==> config.mk <==
export PLATFORM = sky130hd
export DESIGN_NAME = uart_rx_ctrl
export DESIGN_NICKNAME = d
export VERILOG_FILES = /design/src/rtl/uart_rx_ctrl.sv
export SDC_FILE = /design/constraint.sdc
export NUM_CORES = 1
export LEC_CHECK = 0
export BUFFER_PORTS_ARGS = -buffer_cell sky130_fd_sc_hd__clkbuf_2
export CELL_PAD_IN_SITES_DETAIL_PLACEMENT = 0
export CELL_PAD_IN_SITES_GLOBAL_PLACEMENT = 1
export CORE_MARGIN = 1
export CORE_UTILIZATION = 40
export CTS_CLUSTER_DIAMETER = 40
export DETAILED_ROUTE_END_ITERATION = 6
export PLACE_DENSITY = 0.84
export SYNTH_ARGS = -nofsm -noshare
export SYNTH_HDL_FRONTEND = slang
export SYNTH_SLANG_ARGS = --single-unit
==> constraint.sdc <==
create_clock -name CLK -period 3.1 [get_ports CLK]
set_input_delay 0.155 -clock CLK [delete_from_list [all_inputs] [get_ports CLK]]
set_output_delay 0.155 -clock CLK [all_outputs]
set_load 0.05 [all_outputs]
==> src/rtl/uart_rx_ctrl.sv <==
// UART receive frame sequencer: start detect, bit timing,
// LSB-first deserialise, parity/stop check, result pulses.
//
// Ports:
//   CLK          oversampling clock (Prescale x bit rate)
//   RST          synchronous active-low reset
//   RX_IN        synchronised serial line, idle high
//   Prescale     oversampling ratio (8 or 16)
//   PAR_EN       a parity bit follows the data bits
//   PAR_TYP      0 = even parity, 1 = odd parity
//   sampled_bit  majority-voted bit from the sampler
//   edge_cnt     oversample edge index within the bit
//   data_samp_en sampler enable (high while in a frame)
//   P_DATA       received byte, updated with data_valid
//   data_valid   1-cycle pulse, good frame
//   par_err      1-cycle pulse, parity mismatch
//   stp_err      1-cycle pulse, stop bit sampled low
module uart_rx_ctrl #(
    parameter int DATA_W = 8
) (
    input  logic              CLK,
    input  logic              RST,
    input  logic              RX_IN,
    input  logic [5:0]        Prescale,
    input  logic              PAR_EN,
    input  logic              PAR_TYP,
    input  logic              sampled_bit,
    output logic [5:0]        edge_cnt,
    output logic              data_samp_en,
    output logic [DATA_W-1:0] P_DATA,
    output logic              data_valid,
    output logic              par_err,
    output logic              stp_err
);

    localparam int CNT_W = (DATA_W > 1) ? $clog2(DATA_W) : 1;
    localparam logic [CNT_W-1:0] LAST_BIT = CNT_W'(DATA_W - 1);
    localparam logic [CNT_W-1:0] CNT_ONE  = CNT_W'(1);

    localparam logic [2:0] IDLE   = 3'd0;
    localparam logic [2:0] START  = 3'd1;
    localparam logic [2:0] DATA   = 3'd2;
    localparam logic [2:0] PARITY = 3'd3;
    localparam logic [2:0] STOP   = 3'd4;

    logic [2:0]        state;
    logic [5:0]        ps_q;
    logic              pe_q;
    logic              pt_q;
    logic [CNT_W-1:0]  bit_cnt;
    logic [DATA_W-1:0] shift_reg;
    logic              par_flag;
    logic [5:0]        ps_last;
    logic              bit_end;

    // Prescale of 0 gives ps_last = 63, so the counter
    // still wraps and the frame still terminates.
    assign ps_last = ps_q - 6'd1;
    assign bit_end = (edge_cnt == ps_last);

    always_ff @(posedge CLK) begin
        if (!RST) begin
            state        <= IDLE;
            ps_q         <= '0;
            pe_q         <= 1'b0;
            pt_q         <= 1'b0;
            bit_cnt      <= '0;
            shift_reg    <= '0;
            par_flag     <= 1'b0;
            edge_cnt     <= '0;
            data_samp_en <= 1'b0;
            P_DATA       <= '0;
            data_valid   <= 1'b0;
            par_err      <= 1'b0;
            stp_err      <= 1'b0;
        end else begin
            data_valid <= 1'b0;
            par_err    <= 1'b0;
            stp_err    <= 1'b0;
            case (state)
                IDLE: begin
                    edge_cnt     <= '0;
                    data_samp_en <= 1'b0;
                    if (!RX_IN) begin
                        state        <= START;
                        ps_q         <= Prescale;
                        pe_q         <= PAR_EN;
                        pt_q         <= PAR_TYP;
                        data_samp_en <= 1'b1;
                    end
                end
                START, DATA, PARITY, STOP: begin
                    data_samp_en <= 1'b1;
                    edge_cnt     <= bit_end ? 6'd0 : edge_cnt + 6'd1;
                    if (bit_end) begin
                        case (state)
                            START: begin
                                if (sampled_bit) begin
                                    // glitch: drop silently
                                    state        <= IDLE;
                                    data_samp_en <= 1'b0;
                                end else begin
                                    state   <= DATA;
                                    bit_cnt <= '0;
                                end
                            end
                            DATA: begin
                                shift_reg[bit_cnt] <= sampled_bit;
                                if (bit_cnt == LAST_BIT) begin
                                    state <= pe_q ? PARITY : STOP;
                                end else begin
                                    bit_cnt <= bit_cnt + CNT_ONE;
                                end
                            end
                            PARITY: begin
                                par_flag <= (sampled_bit !=
                                    (pt_q ? ~^shift_reg : ^shift_reg));
                                state    <= STOP;
                            end
                            default: begin
                                state        <= IDLE;
                                data_samp_en <= 1'b0;
                                par_flag     <= 1'b0;
                                par_err      <= par_flag;
                                stp_err      <= ~sampled_bit;
                                if (!par_flag && sampled_bit) begin
                                    data_valid <= 1'b1;
                                    P_DATA     <= shift_reg;
                                end
                            end
                        endcase
                    end
                end
                default: begin
                    state        <= IDLE;
                    edge_cnt     <= '0;
                    data_samp_en <= 1'b0;
                end
            endcase
        end
    end

endmodule
* Yosys cells after proc, flatten, opt, wreduce, memory -nomap -nowiden
Index checks and enable logic that the tools add are counted.
W data, S select, Z words.
** Word-level totals
- Latch bits :: 0
- Input bits :: 12
- RAM bits :: 0
- Memories kept :: 0
- Bits in read-only memories :: 0
- Register bits :: 41
** Cells by class
- Muxes and demuxes :: 21
- $mul :: 0
- Shifts and indexed selects :: 0
- Divide/modulo/power cells :: 0
- Reduce and logical (&&, ||, !) cells :: 19
- Bitwise logic cells :: 7
- Order comparisons :: 2
- $add $sub $neg :: 3
- Equal/unequal tests :: 12
** Operators with widths (count)
- $mux W3 :: 6
- $pmux W3 S2 :: 2
- $pmux W3 S3 :: 1
- $reduce_and A3 Y1 :: 3
- $bwmux W8 :: 1
- $ne A2 B2 Y1 const B :: 4
- $reduce_xnor A8 Y1 :: 1
- $reduce_xor A8 Y1 :: 1
- $not A1 Y1 :: 7
- $add A6 B1 Y6 const B :: 1
- $eq A3 B2 Y1 const B :: 2
- $eq A3 B3 Y1 const B :: 2
- $eq A6 B6 Y1 :: 1
- $mux W1 :: 6
- $pmux W1 S2 :: 3
- $reduce_or A3 Y1 :: 2
- $reduce_or A6 Y1 :: 1
- $sub A6 B1 Y6 const B :: 1
- $reduce_and A5 Y1 :: 1
- $lt A3 B4 Y1 const B :: 1
- $reduce_and A4 Y1 :: 1
- $reduce_or A2 Y1 :: 2
- $reduce_or A4 Y1 :: 1
- $add A3 B1 Y3 const B :: 1
- 11 further kinds :: 12

* Logic depth before layout (Yosys ltp)
Gate-level depths: netlist of run 1.
- Word-level depth :: 5
- Mapped depth :: 9

* Least setup slack after synthesis of run 1
Ideal clock, no wire load.
- Path type :: flip-flop to flip-flop
- Start point :: reg edge_cnt[3]
- End point :: reg bit_cnt[0]
- Clock period less this slack :: 2190 ps
- Path slack :: 910 ps
- Cell stages (with the launch flop) :: 7
- Arrival time :: 2066 ps
- Data required time :: 2977 ps
- Path buffers :: 1
- Setup time :: 123 ps
- Path through :: dfxtp_1 -> xor2_1 -> xnor2_1 -> o211ai_4 -> or4_1 -> clkbuf_1 -> mux2i_1
** Between the ends
- Word-level cells in the longest chain between the ends :: 2
** RTL lines
- start, declared :: RTL line 28 : output logic [5:0] edge_cnt,
- start signal, assigned :: RTL line 94 : edge_cnt <= bit_end ? 6'd0 : edge_cnt + 6'd1;
- $eq A6 B6 Y1 :: RTL line 59 : assign bit_end = (edge_cnt == ps_last);
- $reduce_and A5 Y1 (no source line)
- end signal, assigned :: RTL line 112 : bit_cnt <= bit_cnt + CNT_ONE;
- end, declared :: RTL line 50 : logic [CNT_W-1:0] bit_cnt;
Every way passes these cells.
A chain may end at the register's enable or synchronous reset.

* Worst setup path after layout of run 1
- Start point :: reg ps_q[0]
- End point :: reg data_samp_en
** Between the ends
- Word-level cells in the longest chain between the ends :: 4
** RTL lines
- start, declared :: RTL line 47 : logic [5:0] ps_q;
- start signal, assigned :: RTL line 86 : ps_q <= Prescale;
- $sub A6 B1 Y6 :: RTL line 58 : assign ps_last = ps_q - 6'd1;
- $eq A6 B6 Y1 :: RTL line 59
- $mux W1 :: RTL line 95 : if (bit_end) begin
- $pmux W1 S2 :: RTL line 80 : case (state)
- end signal, assigned :: RTL line 83 : data_samp_en <= 1'b0;
- end signal, assigned :: RTL line 93 : data_samp_en <= 1'b1;
- end signal, assigned :: RTL line 101 : data_samp_en <= 1'b0;
- end, declared :: RTL line 29 : output logic data_samp_en,
Every way passes these cells.

==> metrics.cfg, run 1 <==
[floorplan]
io_pins = 30
design.die.area_mm2 = 0.00584
start_util = 0.425
core_mm2 = 0.00520
die_h_um = 76.4
die_w_um = 76.4
fp-row-count = 26

[yosys]
synthCells = 262
avgSynthCellArea_um2 = 8.45
synth_top_cell_by_area = dfxtp_1
yosys-top-cells-count = 41 x dfxtp_1, 31 x nand2_1, 28 x a21oi_1
syn_nets = 278
synth_cell_type_count = 50
synth_edf_count = 0
ys_seq_area_frac = 0.371
ys_top_cells_by_area = dfxtp_1 37%, a21oi_1 6.3%, nand2_1 5.3%, o31ai_1 4.7%, xnor2_1 4.7%
synth_top_area_share = 0.371
async_flop_share = 0
synth_flop_cell = dfxtp_1
netlist_area_mm2 = 0.00221
yosysMostFrequentCell = dfxtp_1
ys_seq_elements = 41
ys_warn_count = 0

[cts]
clock_latency_ns = 0.29
ctsRootBufferMaster = clkbuf_8
clk_pin_slew_ns = 0.08
cts_htree_levels = 2
cts_buffers = 5
ctsLongestPathBuffers = 2
hold_buffers = 0
post-cts-setup-buffers = 0
tritoncts = done
clock-sinks = 41
post_cts_resized = 0

[sta]
setup_viol = 0
fmax_ghz = 0.422
slew_violations = 0
hold_viol = 0
relSlewSlack = 0.529
worst_pin_slew_ns = 0.707
fin_skew_ns = 0.00390
setup_tns_ns = 0
layout_setup_ws_ns = 0.730
min_period_ns = 2.37
grt_setup_unrepaired = no
post-route-period-util = 0.764

[run_status]
outcome = complete, no violations

[worst_setup_path]
worstPathRequired_ns = 3.29
ff2ff_setup_slack_ns = 0.73
critical-path-top-delay-family = compound AO/OA/AOI/OAI gates
crit_chain = inv_1 > ha_1 > and2_1 > a211o_1 > a32o_1 > a41o_1 > a221oi_1
cp_max_fo = 19
endpoint_kind = register
crit_path_max_incr_delay_ns = 0.45
crit_path_top_delay_cell = a32o_1
crit_arrival_ns = 2.56
cp_num_buf_inv = 1
crit_type = register to register
startpoint_type = register

[power_and_ir_drop]
total_power_mw = 1.13
power.leakage_nw = 0.928
vdd_drop_max_mv = 0.224
cellPowerDensity_mw_per_mm2 = 461

[place]
place_congestion = 0.862
place.detailed.hpwl_mm = 3.26
portBuffers = 29
dpl_worst_slack_ns = 0.747

[global_routing]
first_global_vias = 1662
antenna_found_initial = 0
grt_pass1_wl_mm = 8.09
grt_usage = 0.171
grt_max_degree = 27
grt-ovfl-total = 0

[detailed_routing]
dr.first_iter.drc_count = 97
avgRoutedWirePerCell_um = 13.5
route.detailed.drc = 0
finalWirelength_mm = 4.73
viasPerCell = 5.42
detail-route-antenna-nets = 0
dr.pass1.iters = 4
via_count = 1901

[final_layout]
layout-drive-gt1-share = 0.178
fin_util = 0.470
area_growth_pct = 10.5
nets = 297
n_antenna_cell = 0

[job]
drv_cap = 0

[min_path]
hold_path_class = input port to register

worst register-to-register path, cell delays in order (launching register included):
cell      delay [ns]
dfxtp_1         0.41
inv_1           0.07
ha_1            0.22
and2_1          0.20
a211o_1         0.32
a32o_1          0.45
a41o_1          0.33
a221oi_1        0.28
area by class of cell:
type	instances	area (um^2)
Clock buffer	5	68.8
Clock inverter	2	35.0
Fill cell	528	2760
Inverter	8	30.0
Multi-Input combinational cell	193	1240
Sequential cell	41	821
Tap cell	70	87.6
Timing Repair Buffer	32	168
report_power, final:
part	internal, mW	total (mW)	switching [mW]
Combinational	0.0498	0.157	0.107
Sequential	0.539	0.560	0.0207
Clock	0.234	0.412	0.178
metrics by stage:
stage          hold WS, ns  std cells  area, um^2
3_5_place_dp         0.383        344        2340
5_1_grt             0.0739        351        2450
3_3_place_gp         0.379        344        2340
4_1_cts             0.0738        351        2450
6_report            0.0790        351        2450
2_1_floorplan        0.291        262        2210
logic make-up after synthesis:
kind of cell / synth area share
AND/OR/NAND/NOR: 0.253
multiplexers: 0.0136
adder cells (fa/ha/maj): 0.0226
flip-flops: 0.371
buffers and inverters: 0.0706
AO/OA/AOI/OAI: 0.189
XOR/XNOR: 0.0814
layer usage:
layer	track usage	wire length, um	vias to the layer above
met5	0	0	-
met4	0.0577	47	0
met3	0.0347	191	4
met2	0.244	1980	41
met1	0.251	2510	854
li1	-	-	1002
final timing paths:
path	from	end	cells after the start
setup / recovery	ps_q[0]$_SDFFE_PN0P_	data_samp_en$_SDFF_PN0_	7
hold / removal	PAR_EN	pe_q$_SDFFE_PN0P_	3
setup reg to reg	ps_q[0]$_SDFFE_PN0P_	data_samp_en$_SDFF_PN0_	7
hold reg to reg	P_DATA[6]$_SDFFE_PN0P_	P_DATA[6]$_SDFFE_PN0P_	2
cell usage in the layout, fill, tap and decap left out, types with 5 or more instances in the layout:
cell      Yosys  layout
or4_1         8       8
nor2_1       12      12
nand3_1       7       7
xor2_1        6       6
o31ai_1      14      14
nand4_1      13      13
clkbuf_8      0       5
nor3_1       10      10
a21oi_1      28      28
dfxtp_1      41      41
nand2_1      31      31
xnor2_1      12      12
nand2b_1      5       5
clkbuf_2      0      29
inv_1         7       7
Note: power is estimated with default switching activity, not from simulation.
==> run 2: changes to the inputs <==
- CORE_UTILIZATION: 40 -> 38
- PLACE_DENSITY: 0.84 -> 0.83
- clock period: 3.1 -> 1.95 ns (I/O delays scaled with it)
==> metrics.cfg, run 2 (same netlist as run 1, synthesis figures left out) <==
[detailed_routing]
finalWirelength_mm = 5.57
via_count = 2063
detail-route-antenna-nets = 0
viasPerCell = 5.50
avgRoutedWirePerCell_um = 14.8
dr.first_iter.drc_count = 167
route.detailed.drc = 0
dr.pass1.iters = 4

[cts]
cts_htree_levels = 2
clock-sinks = 41
ctsRootBufferMaster = clkbuf_8
cts_buffers = 5
tritoncts = done
clk_pin_slew_ns = 0.08
clock_latency_ns = 0.29
ctsLongestPathBuffers = 2

[final_layout]
fin_util = 0.510
nets = 318
area_growth_pct = 28.3
layout_common_cells = 32 x dfxtp_1, 31 x nand2_1, 29 x clkbuf_2
layout-drive-gt1-share = 0.330
final_common_cell = dfxtp_1
final_area_mm2 = 0.00284
n_antenna_cell = 0

[floorplan]
die_w_um = 78.3
fp-row-count = 27
design.die.area_mm2 = 0.00614
core_mm2 = 0.00557
start_util = 0.397
io_pins = 30
die_h_um = 78.3

[min_path]
hold_depth = 3
hold_path_class = input port to register
hp-start = Prescale[3]
min_to = ps_q[3]$_SDFFE_PN0P_

[place]
place.detailed.hpwl_mm = 3.63
portBuffers = 29
post_dp_cell_area_mm2 = 0.00250
place_congestion = 0.845

[sta]
slew_violations = 0
grt_setup_unrepaired = yes
min_period_ns = 1.94
post-route-period-util = 0.995
hold_viol = 0
relSlewSlack = 0.673
worst_pin_slew_ns = 0.488
setup_viol = 0
fmax_ghz = 0.515
fin_skew_ns = 0.00371

[global_routing]
grt-ovfl-total = 0
grt_max_degree = 27
grt_pass1_wl_mm = 8.53
grt_usage = 0.176
first_global_vias = 1813
antenna_found_initial = 0

[worst_setup_path]
endpoint_kind = register
r2r-start = ps_q[1]$_SDFFE_PN0P_
crit_type = register to register
r2r_end = edge_cnt[1]$_SDFF_PP0_
r2r_cells = 9
crit_arrival_ns = 2.15
startpoint_type = register
ff2ff_setup_slack_ns = 0.01
cp_max_fo = 6
worstPathRequired_ns = 2.16

[job]
drv_cap = 0

[power_and_ir_drop]
cellPowerDensity_mw_per_mm2 = 706
vdd_drop_max_mv = 0.342
power.leakage_nw = 1.06

[run_status]
outcome = complete, no violations

[run 2: worst max path at each step]
stage	startpoint	endpoint	slack, ns	cells after the start
floorplan	ps_q[0]$_SDFFE_PN0P_	data_samp_en$_SDFF_PN0_	0.02	8
global placement	ps_q[0]$_SDFFE_PN0P_	bit_cnt[1]$_SDFFE_PN0P_	0.03	7
detailed placement	ps_q[0]$_SDFFE_PN0P_	bit_cnt[1]$_SDFFE_PN0P_	-0.02	7
CTS	ps_q[0]$_SDFFE_PN0P_	edge_cnt[1]$_SDFF_PP0_	0.005	9
global route	ps_q[1]$_SDFFE_PN0P_	edge_cnt[3]$_SDFF_PP0_	-0.07	9
finish	ps_q[1]$_SDFFE_PN0P_	edge_cnt[1]$_SDFF_PP0_	0.01	9
[run 2: layout make-up]
cell class | count | area, um^2
Clock buffer | 6 | 82.6
Clock inverter | 2 | 37.5
Fill cell | 523 | 2730
Inverter | 8 | 30.0
Multi-Input combinational cell | 194 | 1420
Sequential cell | 41 | 835
Tap cell | 72 | 90.1
Timing Repair Buffer | 52 | 347
[run 2: stage by stage]
step	hold WS (ns)	TNS (ns)	worst slack, ns	std cells	power, mW
2_1_floorplan	0.226	0	0.0214	262	1.12
3_3_place_gp	0.322	0	0.0273	361	1.20
3_5_place_dp	0.326	-0.0339	-0.0153	361	1.20
4_1_cts	0.00398	0	0.00545	369	1.93
5_1_grt	0.0147	-0.529	-0.0652	375	2.09
6_report	0.0136	0	0.00995	375	2.01
[run 2: worst max-delay path, cell delays in order, from the launching register on]
cell and delay (ns):
dfxtp_2 0.35, inv_2 0.06, ha_4 0.16, and2_4 0.17, a211o_1 0.31, a32oi_4 0.26, buf_4 0.18, nor2_2 0.04
buf_4 0.14, nor3b_1 0.18
[run 2: where the power goes]
group	internal, mW	total [mW]	leakage, nW	switching, mW
clock	0.417	0.728	0.0574	0.311
combinational	0.154	0.395	0.666	0.241
sequential	0.857	0.884	0.337	0.0266
total	1.43	2.01	1.06	0.579
[run 2: metal layers]
layer	track usage	wire, um	up-vias
li1	-	-	1037
met1	0.247	2710	976
met2	0.272	2580	43
met3	0.0372	216	7
met4	0.0444	58	0
met5	0	0	-
[run 2: timing repair]
action                     CTS  global route
resized for setup            1            30
gates cloned                 0             1
hold endpoints to repair     0             0
hold buffers                 0             0
setup buffers                0             5
setup endpoints to repair    3            26
pin swaps                    0            12
==> run 3: changes to the inputs <==
- ABC_AREA: not set -> 1
- CORE_UTILIZATION: 38 -> 36
- GPL_TIMING_DRIVEN: not set -> 0
- PLACE_DENSITY: 0.83 -> 0.84
==> metrics.cfg, run 3 <==
[run_status]
outcome = complete, no violations

[cts]
clk_pin_slew_ns = 0.08
ctsLongestPathBuffers = 2
cts_buffers = 5
hold_buffers = 0
tritoncts = done
ctsRootBufferMaster = clkbuf_8
clock-sinks = 41
cts_htree_levels = 2
clock_latency_ns = 0.29

[global_routing]
use_met2 = 0.268
top_usage_layer = met2
grt_pass1_wl_mm = 7.94
grt_usage = 0.165
use_met1 = 0.211
antenna_found_initial = 0
grt_max_degree = 14
met3_usage = 0.0430
grt-ovfl-total = 0
first_global_vias = 1778

[floorplan]
design.die.area_mm2 = 0.00612
start_util = 0.378
io_pins = 30
core_mm2 = 0.00554
die_h_um = 78.2
die_w_um = 78.2
fp-row-count = 27

[power_and_ir_drop]
pwr-share-comb = 0.376
sw_frac_of_total = 0.408
p_switching_mw = 1.02
p_int_mw = 1.48
power.leakage_nw = 1.11
cellPowerDensity_mw_per_mm2 = 1010
vdd_drop_max_mv = 0.345
p_seq_frac = 0.405
p_clk_frac = 0.219

[sta]
worst_pin_slew_ns = 0.549
slew_violations = 0
min_period_ns = 1.86
relSlewSlack = 0.634
grt_setup_unrepaired = yes
setup_viol = 0
setup_tns_ns = 0
holdWs_ns = 0.0647
hold_viol = 0
post-route-period-util = 0.956
fmax_ghz = 0.536
fin_skew_ns = 0.00860

[detailed_routing]
finalWirelength_mm = 4.76
viasPerCell = 4.66
route.detailed.drc = 0
detail-route-antenna-nets = 0
dr.first_iter.drc_count = 87
avgRoutedWirePerCell_um = 11.2
via_count = 1979
dr.pass1.iters = 4

[yosys]
synth_cell_type_count = 30
yosys-top-cells-count = 78 x nand2_1, 50 x nor2_1, 41 x dfxtp_1
avgSynthCellArea_um2 = 6.71
yosysMostFrequentCell = nand2_1
synth_edf_count = 0
ys_warn_count = 0
ys_seq_elements = 41
ys_seq_area_frac = 0.392
async_flop_share = 0
synth_top_area_share = 0.392
synthCells = 312
synth_top_cell_by_area = dfxtp_1
ys_top_cells_by_area = dfxtp_1 39%, nand2_1 14%, nor2_1 9.0%, a21oi_1 5.7%, nand3_1 5.0%
synth_flop_cell = dfxtp_1
netlist_area_mm2 = 0.00209
syn_nets = 328

[worst_setup_path]
worstPathRequired_ns = 2.11
crit_arrival_ns = 2.02
r2r_cells = 10
ff2ff_setup_slack_ns = 0.09
startpoint_type = register
endpoint_kind = register
crit_type = register to register
r2r_end = shift_reg[0]$_SDFFE_PN0P_
r2r-start = ps_q[0]$_SDFFE_PN0P_
cp_max_fo = 4

[place]
post_dp_cell_area_mm2 = 0.00233
portBuffers = 29
place_congestion = 0.869
placed_cells = 413
place.detailed.hpwl_mm = 3.53

[min_path]
hold_depth = 3
hp-start = PAR_EN
hold_path_class = input port to register
min_to = pe_q$_SDFFE_PN0P_

[final_layout]
fin_cells = 425
final_common_cell = nand2_1
area_growth_pct = 18.8
n_antenna_cell = 0
fill_cells = 595
nets = 368
layout-drive-gt1-share = 0.210
final_area_mm2 = 0.00248
layout_common_cells = 77 x nand2_1, 50 x nor2_1, 39 x dfxtp_1

[job]
drv_cap = 0

==> run 3: cell types whose count changed in the layout (fill, tap and decap cells not counted), sizes merged, moves of 8 or more <==
| cell | before | now |
|---|---|---|
| nand2 | 31 | 80 |
| nor2 | 13 | 54 |
| inv | 7 | 39 |
| buf | 23 | 7 |
| o21ai | 3 | 19 |
| nand3 | 7 | 22 |
| o31ai | 14 | 0 |
| or4 | 9 | 0 |
| nand4 | 13 | 5 |
==> run 3: worst max-delay path: stages, from the launching register on <==
cell and delay, ns:
dfxtp_4 0.38, inv_4 0.05, ha_4 0.20, xnor2_1 0.11, nor2_1 0.14, nand3_2 0.20
nor3_4 0.28, buf_4 0.18, nand2_2 0.04, nand2_1 0.09, a21oi_2 0.06
==> run 3: routing by layer <==
layer,share of wire,vias to the layer above
li1,-,1070
met1,0.49,861
met2,0.46,44
met3,0.045,4
met4,0.0067,0
met5,0,-
==> run 3: timing repair <==
item | CTS | global route
endpoints found under the setup margin | 11 | 32
resized for setup | 2 | 11
pin swaps | 2 | 5
gates cloned | 0 | 1
setup buffers | 2 | 1
==> run 3: through the flow <==
| step | setup WS [ns] | utilization | total power, mW |
|---|---|---|---|
| finish | 0.0858 | 0.449 | 2.50 |
| global route | -0.0233 | 0.449 | 2.69 |
| CTS | 0.0197 | 0.439 | 2.47 |
| detailed placement | -0.0737 | 0.420 | 1.91 |
| global placement | -0.0571 | 0.420 | 1.91 |
| floorplan | 0.116 | - | 1.73 |
==> run 3: kinds of logic after synthesis <==
logic type | count (synthesis) | synth area share
AND/OR/NAND/NOR | 168 | 0.350
buffers and inverters | 46 | 0.0867
AO/OA/AOI/OAI | 44 | 0.109
flip-flops | 41 | 0.392
XOR/XNOR | 9 | 0.0377
adder cells (fa/ha/maj) | 4 | 0.0239
==> run 3: how the worst max path moves through the flow <==
stage          cells after the start                         to  slack [ns]                   start
2_1_floorplan                     12  shift_reg[6]$_SDFFE_PN0P_        0.12  edge_cnt[5]$_SDFF_PP0_
3_3_place_gp                      10  shift_reg[6]$_SDFFE_PN0P_       -0.06    ps_q[0]$_SDFFE_PN0P_
3_5_place_dp                      10  shift_reg[6]$_SDFFE_PN0P_       -0.07    ps_q[0]$_SDFFE_PN0P_
4_1_cts                           10  shift_reg[6]$_SDFFE_PN0P_        0.02    ps_q[0]$_SDFFE_PN0P_
5_1_grt                           10  shift_reg[0]$_SDFFE_PN0P_       -0.02    ps_q[0]$_SDFFE_PN0P_
6_report                          10  shift_reg[0]$_SDFFE_PN0P_        0.09    ps_q[0]$_SDFFE_PN0P_
==> run 3: power by group through the flow <==
stage | combinational, mW | sequential (mW) | clock [mW]
global route | 1.06 | 1.03 | 0.605
global placement | 0.889 | 1.02 | 0
CTS | 0.892 | 1.01 | 0.576
floorplan | 0.650 | 1.08 | 0
finish | 0.941 | 1.01 | 0.546
detailed placement | 0.888 | 1.02 | 0
==> run 3: cell type report <==
type | instances | area (um^2) | area share
plain buffers | 6 | 31.3 | 0.0126
clock buffers | 5 | 68.8 | 0.0277
clock inverters | 3 | 17.5 | 0.00705
inverters | 40 | 155 | 0.0624
multi-input cells | 225 | 1120 | 0.451
flip-flops and latches | 41 | 826 | 0.332
well taps | 72 | 90.1 | 0.0363
repair buffers | 33 | 175 | 0.0705
